`src/rtl/sha1_board_pkg.sv`:
```
// Shared types and constants for the SHA1 board front end: FSM encoding and message field layout.
package sha1_board_pkg;

    localparam int unsigned MSG_W      = 18;
    localparam int unsigned NUM_FIELDS = 4;
    localparam int unsigned SW_W       = 5;
    localparam int unsigned H0_W       = 5;
    localparam int unsigned H1_W       = 5;
    localparam int unsigned H2_W       = 5;
    localparam int unsigned H3_W       = 3;
    localparam int unsigned H0_LSB     = 0;
    localparam int unsigned H1_LSB     = 5;
    localparam int unsigned H2_LSB     = 10;
    localparam int unsigned H3_LSB     = 15;

    typedef enum logic [1:0] {
        ST_ENTRY = 2'd0,
        ST_ISSUE = 2'd1,
        ST_WAIT  = 2'd2,
        ST_DONE  = 2'd3
    } state_t;

    // Declared MSB first so h3 lands at [17:15] and h0 at [4:0].
    typedef struct packed {
        logic [H3_W-1:0] h3;
        logic [H2_W-1:0] h2;
        logic [H1_W-1:0] h1;
        logic [H0_W-1:0] h0;
    } msg_t;

    // Writes one switch value into the selected field; h3 keeps only the low bits.
    function automatic msg_t write_field(input msg_t m, input logic [1:0] sel,
                                         input logic [SW_W-1:0] sw);
        msg_t r;
        r = m;
        case (sel)
            2'd0:    r.h0 = H0_W'(sw);
            2'd1:    r.h1 = H1_W'(sw);
            2'd2:    r.h2 = H2_W'(sw);
            default: r.h3 = H3_W'(sw);
        endcase
        return r;
    endfunction

endpackage

```
`src/rtl/button_debounce.sv`:
```
// Two-flop synchroniser plus level debouncer for a raw push button; emits one pulse per accepted press.
module button_debounce #(
    parameter int unsigned DEBOUNCE_CYCLES = 4
) (
    input  logic clk,
    input  logic rst,
    input  logic raw,
    output logic level,
    output logic rise_pulse
);

    localparam int unsigned CNT_W = $clog2(DEBOUNCE_CYCLES + 1);

    logic             sync1;
    logic             sync2;
    logic [CNT_W-1:0] cnt;

    // The counter tracks consecutive synced cycles that disagree with the current level.
    always_ff @(posedge clk or negedge rst) begin
        if (!rst) begin
            sync1      <= 1'b0;
            sync2      <= 1'b0;
            level      <= 1'b0;
            cnt        <= '0;
            rise_pulse <= 1'b0;
        end else begin
            sync1      <= raw;
            sync2      <= sync1;
            rise_pulse <= 1'b0;
            if (sync2 == level) begin
                cnt <= '0;
            end else if (cnt == CNT_W'(DEBOUNCE_CYCLES - 1)) begin
                level      <= sync2;
                cnt        <= '0;
                rise_pulse <= sync2;
            end else begin
                cnt <= cnt + CNT_W'(1);
            end
        end
    end

endmodule

```
`src/rtl/sha1_entry_ctrl.sv`:
```
// Switch/button entry of an 18-bit message word and valid/ready hand-off to the SHA1 core.
module sha1_entry_ctrl
    import sha1_board_pkg::*;
#(
    parameter int unsigned DEBOUNCE_CYCLES = 4,
    parameter int unsigned TIMEOUT_CYCLES  = 1024
) (
    input  logic        clk,
    input  logic        rst,
    input  logic [4:0]  SW,
    input  logic        push,
    input  logic        clear,
    input  logic        core_ready,
    input  logic        core_done,
    output logic [1:0]  h_sel,
    output logic [17:0] msg,
    output logic        msg_valid,
    output logic        busy,
    output logic        result_valid,
    output logic        err
);

    localparam int unsigned TMO_W = $clog2(TIMEOUT_CYCLES + 1);

    logic push_level;
    logic push_pulse;
    logic clear_level;
    logic clear_pulse;

    button_debounce #(.DEBOUNCE_CYCLES(DEBOUNCE_CYCLES)) u_push_db (
        .clk        (clk),
        .rst        (rst),
        .raw        (push),
        .level      (push_level),
        .rise_pulse (push_pulse)
    );

    button_debounce #(.DEBOUNCE_CYCLES(DEBOUNCE_CYCLES)) u_clear_db (
        .clk        (clk),
        .rst        (rst),
        .raw        (clear),
        .level      (clear_level),
        .rise_pulse (clear_pulse)
    );

    state_t             state_q, state_d;
    logic [1:0]         h_sel_q, h_sel_d;
    msg_t               msg_q, msg_d;
    logic               err_q, err_d;
    logic [TMO_W-1:0]   tmo_q, tmo_d;
    logic               msg_valid_q, msg_valid_d;
    logic               busy_q, busy_d;
    logic               result_valid_q, result_valid_d;

    // State and registered outputs.
    always_ff @(posedge clk or negedge rst) begin
        if (!rst) begin
            state_q        <= ST_ENTRY;
            h_sel_q        <= 2'd0;
            msg_q          <= '0;
            err_q          <= 1'b0;
            tmo_q          <= '0;
            msg_valid_q    <= 1'b0;
            busy_q         <= 1'b0;
            result_valid_q <= 1'b0;
        end else begin
            state_q        <= state_d;
            h_sel_q        <= h_sel_d;
            msg_q          <= msg_d;
            err_q          <= err_d;
            tmo_q          <= tmo_d;
            msg_valid_q    <= msg_valid_d;
            busy_q         <= busy_d;
            result_valid_q <= result_valid_d;
        end
    end

    // Next-state logic; outputs are decoded from the next state so they are registered.
    always_comb begin
        state_d = state_q;
        h_sel_d = h_sel_q;
        msg_d   = msg_q;
        err_d   = err_q;
        tmo_d   = tmo_q;

        case (state_q)
            ST_ENTRY: begin
                if (clear_pulse) begin
                    msg_d   = '0;
                    h_sel_d = 2'd0;
                    err_d   = 1'b0;
                end else if (push_pulse) begin
                    msg_d = write_field(msg_q, h_sel_q, SW);
                    if (h_sel_q == 2'(NUM_FIELDS - 1)) begin
                        h_sel_d = 2'd0;
                        state_d = ST_ISSUE;
                    end else begin
                        h_sel_d = h_sel_q + 2'd1;
                    end
                end
            end
            ST_ISSUE: begin
                if (msg_valid_q && core_ready) begin
                    tmo_d   = '0;
                    state_d = ST_WAIT;
                end
            end
            ST_WAIT: begin
                // A done arriving on the final timeout cycle still counts as success.
                if (core_done) begin
                    err_d   = 1'b0;
                    state_d = ST_DONE;
                end else if (tmo_q == TMO_W'(TIMEOUT_CYCLES - 1)) begin
                    err_d   = 1'b1;
                    state_d = ST_DONE;
                end else begin
                    tmo_d = tmo_q + TMO_W'(1);
                end
            end
            default: begin
                if (clear_pulse || push_pulse) begin
                    msg_d   = '0;
                    h_sel_d = 2'd0;
                    err_d   = 1'b0;
                    state_d = ST_ENTRY;
                end
            end
        endcase

        msg_valid_d    = (state_d == ST_ISSUE);
        busy_d         = (state_d == ST_ISSUE) || (state_d == ST_WAIT);
        result_valid_d = (state_d == ST_DONE) && !err_d;
    end

    assign h_sel        = h_sel_q;
    assign msg          = msg_q;
    assign msg_valid    = msg_valid_q;
    assign busy         = busy_q;
    assign result_valid = result_valid_q;
    assign err          = err_q;

endmodule

```
`config.mk`:
```
export PLATFORM = sky130hd
export DESIGN_NAME = sha1_entry_ctrl
export DESIGN_NICKNAME = d
export VERILOG_FILES = /design/src/rtl/sha1_board_pkg.sv /design/src/rtl/button_debounce.sv /design/src/rtl/sha1_entry_ctrl.sv
export SDC_FILE = /design/constraint.sdc
export NUM_CORES = 1
export LEC_CHECK = 0
export ABC_AREA = 0
export CAP_MARGIN = 20
export CORE_ASPECT_RATIO = 2
export CORE_MARGIN = 2
export CORE_UTILIZATION = 30
export DETAILED_ROUTE_END_ITERATION = 6
export GPL_TIMING_DRIVEN = 0
export SLEW_MARGIN = 20
export SYNTH_ARGS = -nofsm -noshare
export SYNTH_HDL_FRONTEND = slang
export SYNTH_SLANG_ARGS = --single-unit
```
`constraint.sdc`:
```
create_clock -name clk -period 3.4 [get_ports clk]
set_clock_uncertainty 0.15 [all_clocks]
set_input_delay 0.34 -clock clk [delete_from_list [all_inputs] [get_ports clk]]
set_output_delay 0.34 -clock clk [all_outputs]
set_load 0.02 [all_outputs]
```
==> flow_results.xml <==
<?xml version="1.0" encoding="UTF-8"?>
<metrics>
  <group name="clocking">
    <metric name="tritoncts_clock_tree" unit="">built</metric>
    <metric name="clkLatencyLatePin" unit="ns">0.29</metric>
    <metric name="post_cts.repair.setup_buffers" unit="">0</metric>
    <metric name="cts_num_sinks" unit="">51</metric>
    <metric name="numCtsBuffers" unit="">5</metric>
    <metric name="htree_levels" unit="">2</metric>
    <metric name="postCtsHoldBufs" unit="">1</metric>
    <metric name="clock_root_buffer_master" unit="">sky130_fd_sc_hd__clkbuf_16</metric>
    <metric name="number_of_resized_instances_in_the_post_cts_repair_step" unit="">0</metric>
    <metric name="cts.reportedPaths.clkPinSlew" unit="ns">0.07</metric>
    <metric name="maximum_number_of_buffers_from_clock_root_to_sink" unit="">2</metric>
  </group>
  <group name="routing">
    <metric name="routed_wire_length" unit="mm">5.21</metric>
    <metric name="detailedRoute.firstPassIterationCount" unit="">4</metric>
    <metric name="drt_iter0_drc" unit="">37</metric>
    <metric name="drt_drc" unit="">0</metric>
    <metric name="avgViaCountPerCell" unit="">5.06</metric>
    <metric name="ant_nets" unit="">0</metric>
    <metric name="wl_per_cell" unit="um">15.3</metric>
    <metric name="detailroute.via_count" unit="">1719</metric>
  </group>
  <group name="sta">
    <metric name="timing.final.setup_violations" unit="">0</metric>
    <metric name="worst_slew_pin_slew" unit="ns">0.658</metric>
    <metric name="report.final.slew_viol_count" unit="">0</metric>
    <metric name="report.final.hold_viol_count" unit="">0</metric>
    <metric name="grt_setup_unrepaired" unit="">no</metric>
    <metric name="totalNegativeSetupSlack" unit="ns">0</metric>
    <metric name="crit_path_time_final" unit="ns">2.38</metric>
    <metric name="final_min_period_over_clock_period" unit="%">69.9</metric>
    <metric name="timing.max_slew.rel_slack" unit="%">56.1</metric>
    <metric name="layout_setup_ws" unit="ns">1.02</metric>
    <metric name="max_freq" unit="MHz">421</metric>
  </group>
  <group name="worst_setup_path">
    <metric name="cp.arrival" unit="ns">2.41</metric>
    <metric name="critPathLaunch" unit="">tmo_q[0]</metric>
    <metric name="criticalPathCategory" unit="">flip-flop to flip-flop</metric>
    <metric name="critical_path_required" unit="ns">3.43</metric>
    <metric name="critPathMaxStageDelay" unit="ns">0.59</metric>
    <metric name="r2r_start" unit="">tmo_q[0]</metric>
    <metric name="worst_setup_path_end_kind" unit="">flip-flop</metric>
    <metric name="worst_path_dominant_cell_family" unit="">simple AND/OR/NAND/NOR gates</metric>
    <metric name="timing.critical_path.mode_cell" unit="">sky130_fd_sc_hd__ha_1</metric>
    <metric name="worst_path_max_delay_cell" unit="">sky130_fd_sc_hd__nor4_4</metric>
    <metric name="max_fo_critical_path" unit="">10</metric>
    <metric name="critPathBufInv" unit="">0</metric>
    <metric name="crit_chain" unit="">ha_1 &gt; nand3_2 &gt; nor4_4 &gt; o221ai_1 &gt; o21ai_0 &gt; ha_1</metric>
    <metric name="startpoint_type" unit="">flip-flop</metric>
  </group>
  <group name="pwr">
    <metric name="total_power_divided_by_cell_area" unit="mW/mm^2">836</metric>
    <metric name="p_int" unit="mW">1.65</metric>
    <metric name="sequentialPowerShare" unit="%">36.3</metric>
    <metric name="total_power" unit="mW">2.55</metric>
    <metric name="power.combinational.fraction" unit="%">40.7</metric>
    <metric name="p_switching" unit="mW">0.900</metric>
    <metric name="power.share.clock" unit="%">23.0</metric>
    <metric name="irDropWorstVdd" unit="mV">0.526</metric>
    <metric name="leakagePower" unit="nW">1.33</metric>
    <metric name="p_sw_share" unit="%">35.3</metric>
  </group>
  <group name="place">
    <metric name="final_weighted_congestion_of_routability_driven_global_placement" unit="">0.792</metric>
    <metric name="dp_hpwl" unit="mm">3.89</metric>
    <metric name="dpl_cell_area" unit="sq mm">0.00287</metric>
    <metric name="pre_cts_slack" unit="ns">1.03</metric>
    <metric name="numPortBuffers" unit="">34</metric>
  </group>
  <group name="cells_and_area">
    <metric name="syn_to_final_growth" unit="%">26.6</metric>
    <metric name="final_design_area_no_fill" unit="sq mm">0.00305</metric>
    <metric name="post_route_cells_drive_above_1_share" unit="%">17.2</metric>
    <metric name="layout_commonest_cell" unit="">sky130_fd_sc_hd__dfrtp_1</metric>
    <metric name="antenna_cells" unit="">0</metric>
    <metric name="layout.cells.most_common_list" unit="">sky130_fd_sc_hd__dfrtp_1 (51), sky130_fd_sc_hd__clkdlybuf4s50_1 (33), sky130_fd_sc_hd__mux2_2 (21)</metric>
    <metric name="finish.net_count" unit="">268</metric>
  </group>
  <group name="synth">
    <metric name="number_of_distinct_library_cells_after_synthesis" unit="">46</metric>
    <metric name="synth.ff_latch_count" unit="">51</metric>
    <metric name="synth.cell_area" unit="sq mm">0.00241</metric>
    <metric name="yosys_warnings" unit="">0</metric>
    <metric name="async_flop_share" unit="%">100</metric>
    <metric name="postSynthAreaPerCell" unit="sq um">12.0</metric>
    <metric name="synth_flop_cell" unit="">sky130_fd_sc_hd__dfrtp_1</metric>
    <metric name="synth_top_family_by_area" unit="">simple AND/OR/NAND/NOR gates</metric>
    <metric name="synth_enable_flop_cells" unit="">0</metric>
    <metric name="synth.mux.area_fraction" unit="%">10.2</metric>
    <metric name="yosysSeqAreaShare" unit="%">52.9</metric>
    <metric name="adder_cell_share_of_the_synthesized_area" unit="%">7.27</metric>
    <metric name="synth_simple_gate_area_share" unit="%">16.0</metric>
    <metric name="syn_nets" unit="">226</metric>
    <metric name="synth-compound-area-share" unit="%">11.4</metric>
    <metric name="synth_xor_area_share" unit="%">0.727</metric>
    <metric name="synthCells" unit="">201</metric>
  </group>
  <group name="floorplan">
    <metric name="io-pin-count" unit="">35</metric>
    <metric name="die-width" unit="um">67.4</metric>
    <metric name="row_count" unit="">46</metric>
    <metric name="fp.dieArea" unit="sq mm">0.00881</metric>
    <metric name="core" unit="sq mm">0.00789</metric>
    <metric name="initial_utilization" unit="%">30.6</metric>
    <metric name="die_h" unit="um">131</metric>
  </group>
  <group name="hold_path">
    <metric name="holdCritStartpoint" unit="">u_clear_db.sync1</metric>
    <metric name="hp-class" unit="">flip-flop to flip-flop</metric>
  </group>
  <group name="global_routing">
    <metric name="grt_first_pass_wirelength" unit="mm">8.67</metric>
    <metric name="grt_remaining_overflow" unit="">0</metric>
    <metric name="first_global_vias" unit="">1761</metric>
    <metric name="number_of_antenna_violations_at_the_first_check_in_global_routing" unit="">0</metric>
    <metric name="grt_max_degree" unit="">52</metric>
    <metric name="groute.usage.overall" unit="%">13.1</metric>
  </group>
  <group name="status">
    <metric name="outcome" unit="">complete, no violations</metric>
  </group>
  <group name="job">
    <metric name="drv_cap" unit="">0</metric>
  </group>
</metrics>
layer usage:
layer	share of wire, %	track usage [%]
met5	0	0
met4	1.9	5.40
met3	3.5	2.83
met2	56	23.9
met1	38	14.1
stage by stage:
stage          std cells  hold WS, ns  util [%]
2_1_floorplan        201       -0.106         -
3_3_place_gp         331        0.186      36.4
3_5_place_dp         331        0.187      36.4
4_1_cts              340        0.208      38.7
5_1_grt              340        0.220      38.7
6_report             340        0.206      38.7
cell families after synthesis:
group,Yosys count
AOI/OAI and AO/OA,41
and+or+nand+nor,62
muxes,22
xor gates and xnor gates,2
DFF,51
buffers and inverters,9
adders and majority gates,14
synth_stat cells (all sizes together), types with 4 or more instances:
master / n / area, sq um
dfrtp: 51 / 1280
mux2: 21 / 236
ha: 14 / 175
nand2: 12 / 47.6
a21oi: 11 / 55.1
nor2: 9 / 33.8
o21ai: 9 / 48.8
o31ai: 8 / 60.1
inv: 7 / 26.3
and2: 5 / 31.3
or4: 5 / 37.5
nor2b: 4 / 25.0
area by class of cell:
type,count,area (sq um)
well taps,96,120
fillers,758,4830
flip-flops and latches,51,1280
plain buffers,2,8.76
inverters,7,26.3
clock buffers,6,139
multi-input cells,141,1100
clock inverters,2,35.0
repair buffers,35,348
registers in the layout (all words and copies together), names as in the netlist, 2 cells and up:
register and count:
h_sel 2, tmo_q 11, u_clear_db.cnt 3, u_push_db.cnt 3
msg 18, state_q 2
worst register-to-register path: cells and delay by family, from the launching register on:
kind,cells,cell delay [ns]
AOI/OAI and AO/OA,2,0.38
adders and majority gates,2,0.54
DFF,1,0.40
and+or+nand+nor,2,0.79
power groups by stage:
stage          clock [mW]  sequential (mW)  combinational [mW]
6_report            0.587            0.926                1.04
5_1_grt             0.629            0.957                1.14
4_1_cts             0.607            0.930                1.05
3_5_place_dp            0            0.940                1.05
3_3_place_gp            0            0.932                1.02
2_1_floorplan           0             1.05               0.512
worst paths after layout:
| kind | endpoint | slack (ns) | depth (start not counted) |
|---|---|---|---|
| max in group asynchronous | msg[8] | 2.19 | 2 |
| max reg2reg | busy | 1.02 | 6 |
| min reg2reg | u_clear_db.sync2 | 0.21 | 0 |
| max | busy | 1.02 | 6 |
| min | u_clear_db.sync2 | 0.21 | 0 |
| min in group asynchronous | u_clear_db.cnt[0] | 0.46 | 2 |
(Power assumes the default switching activity.)
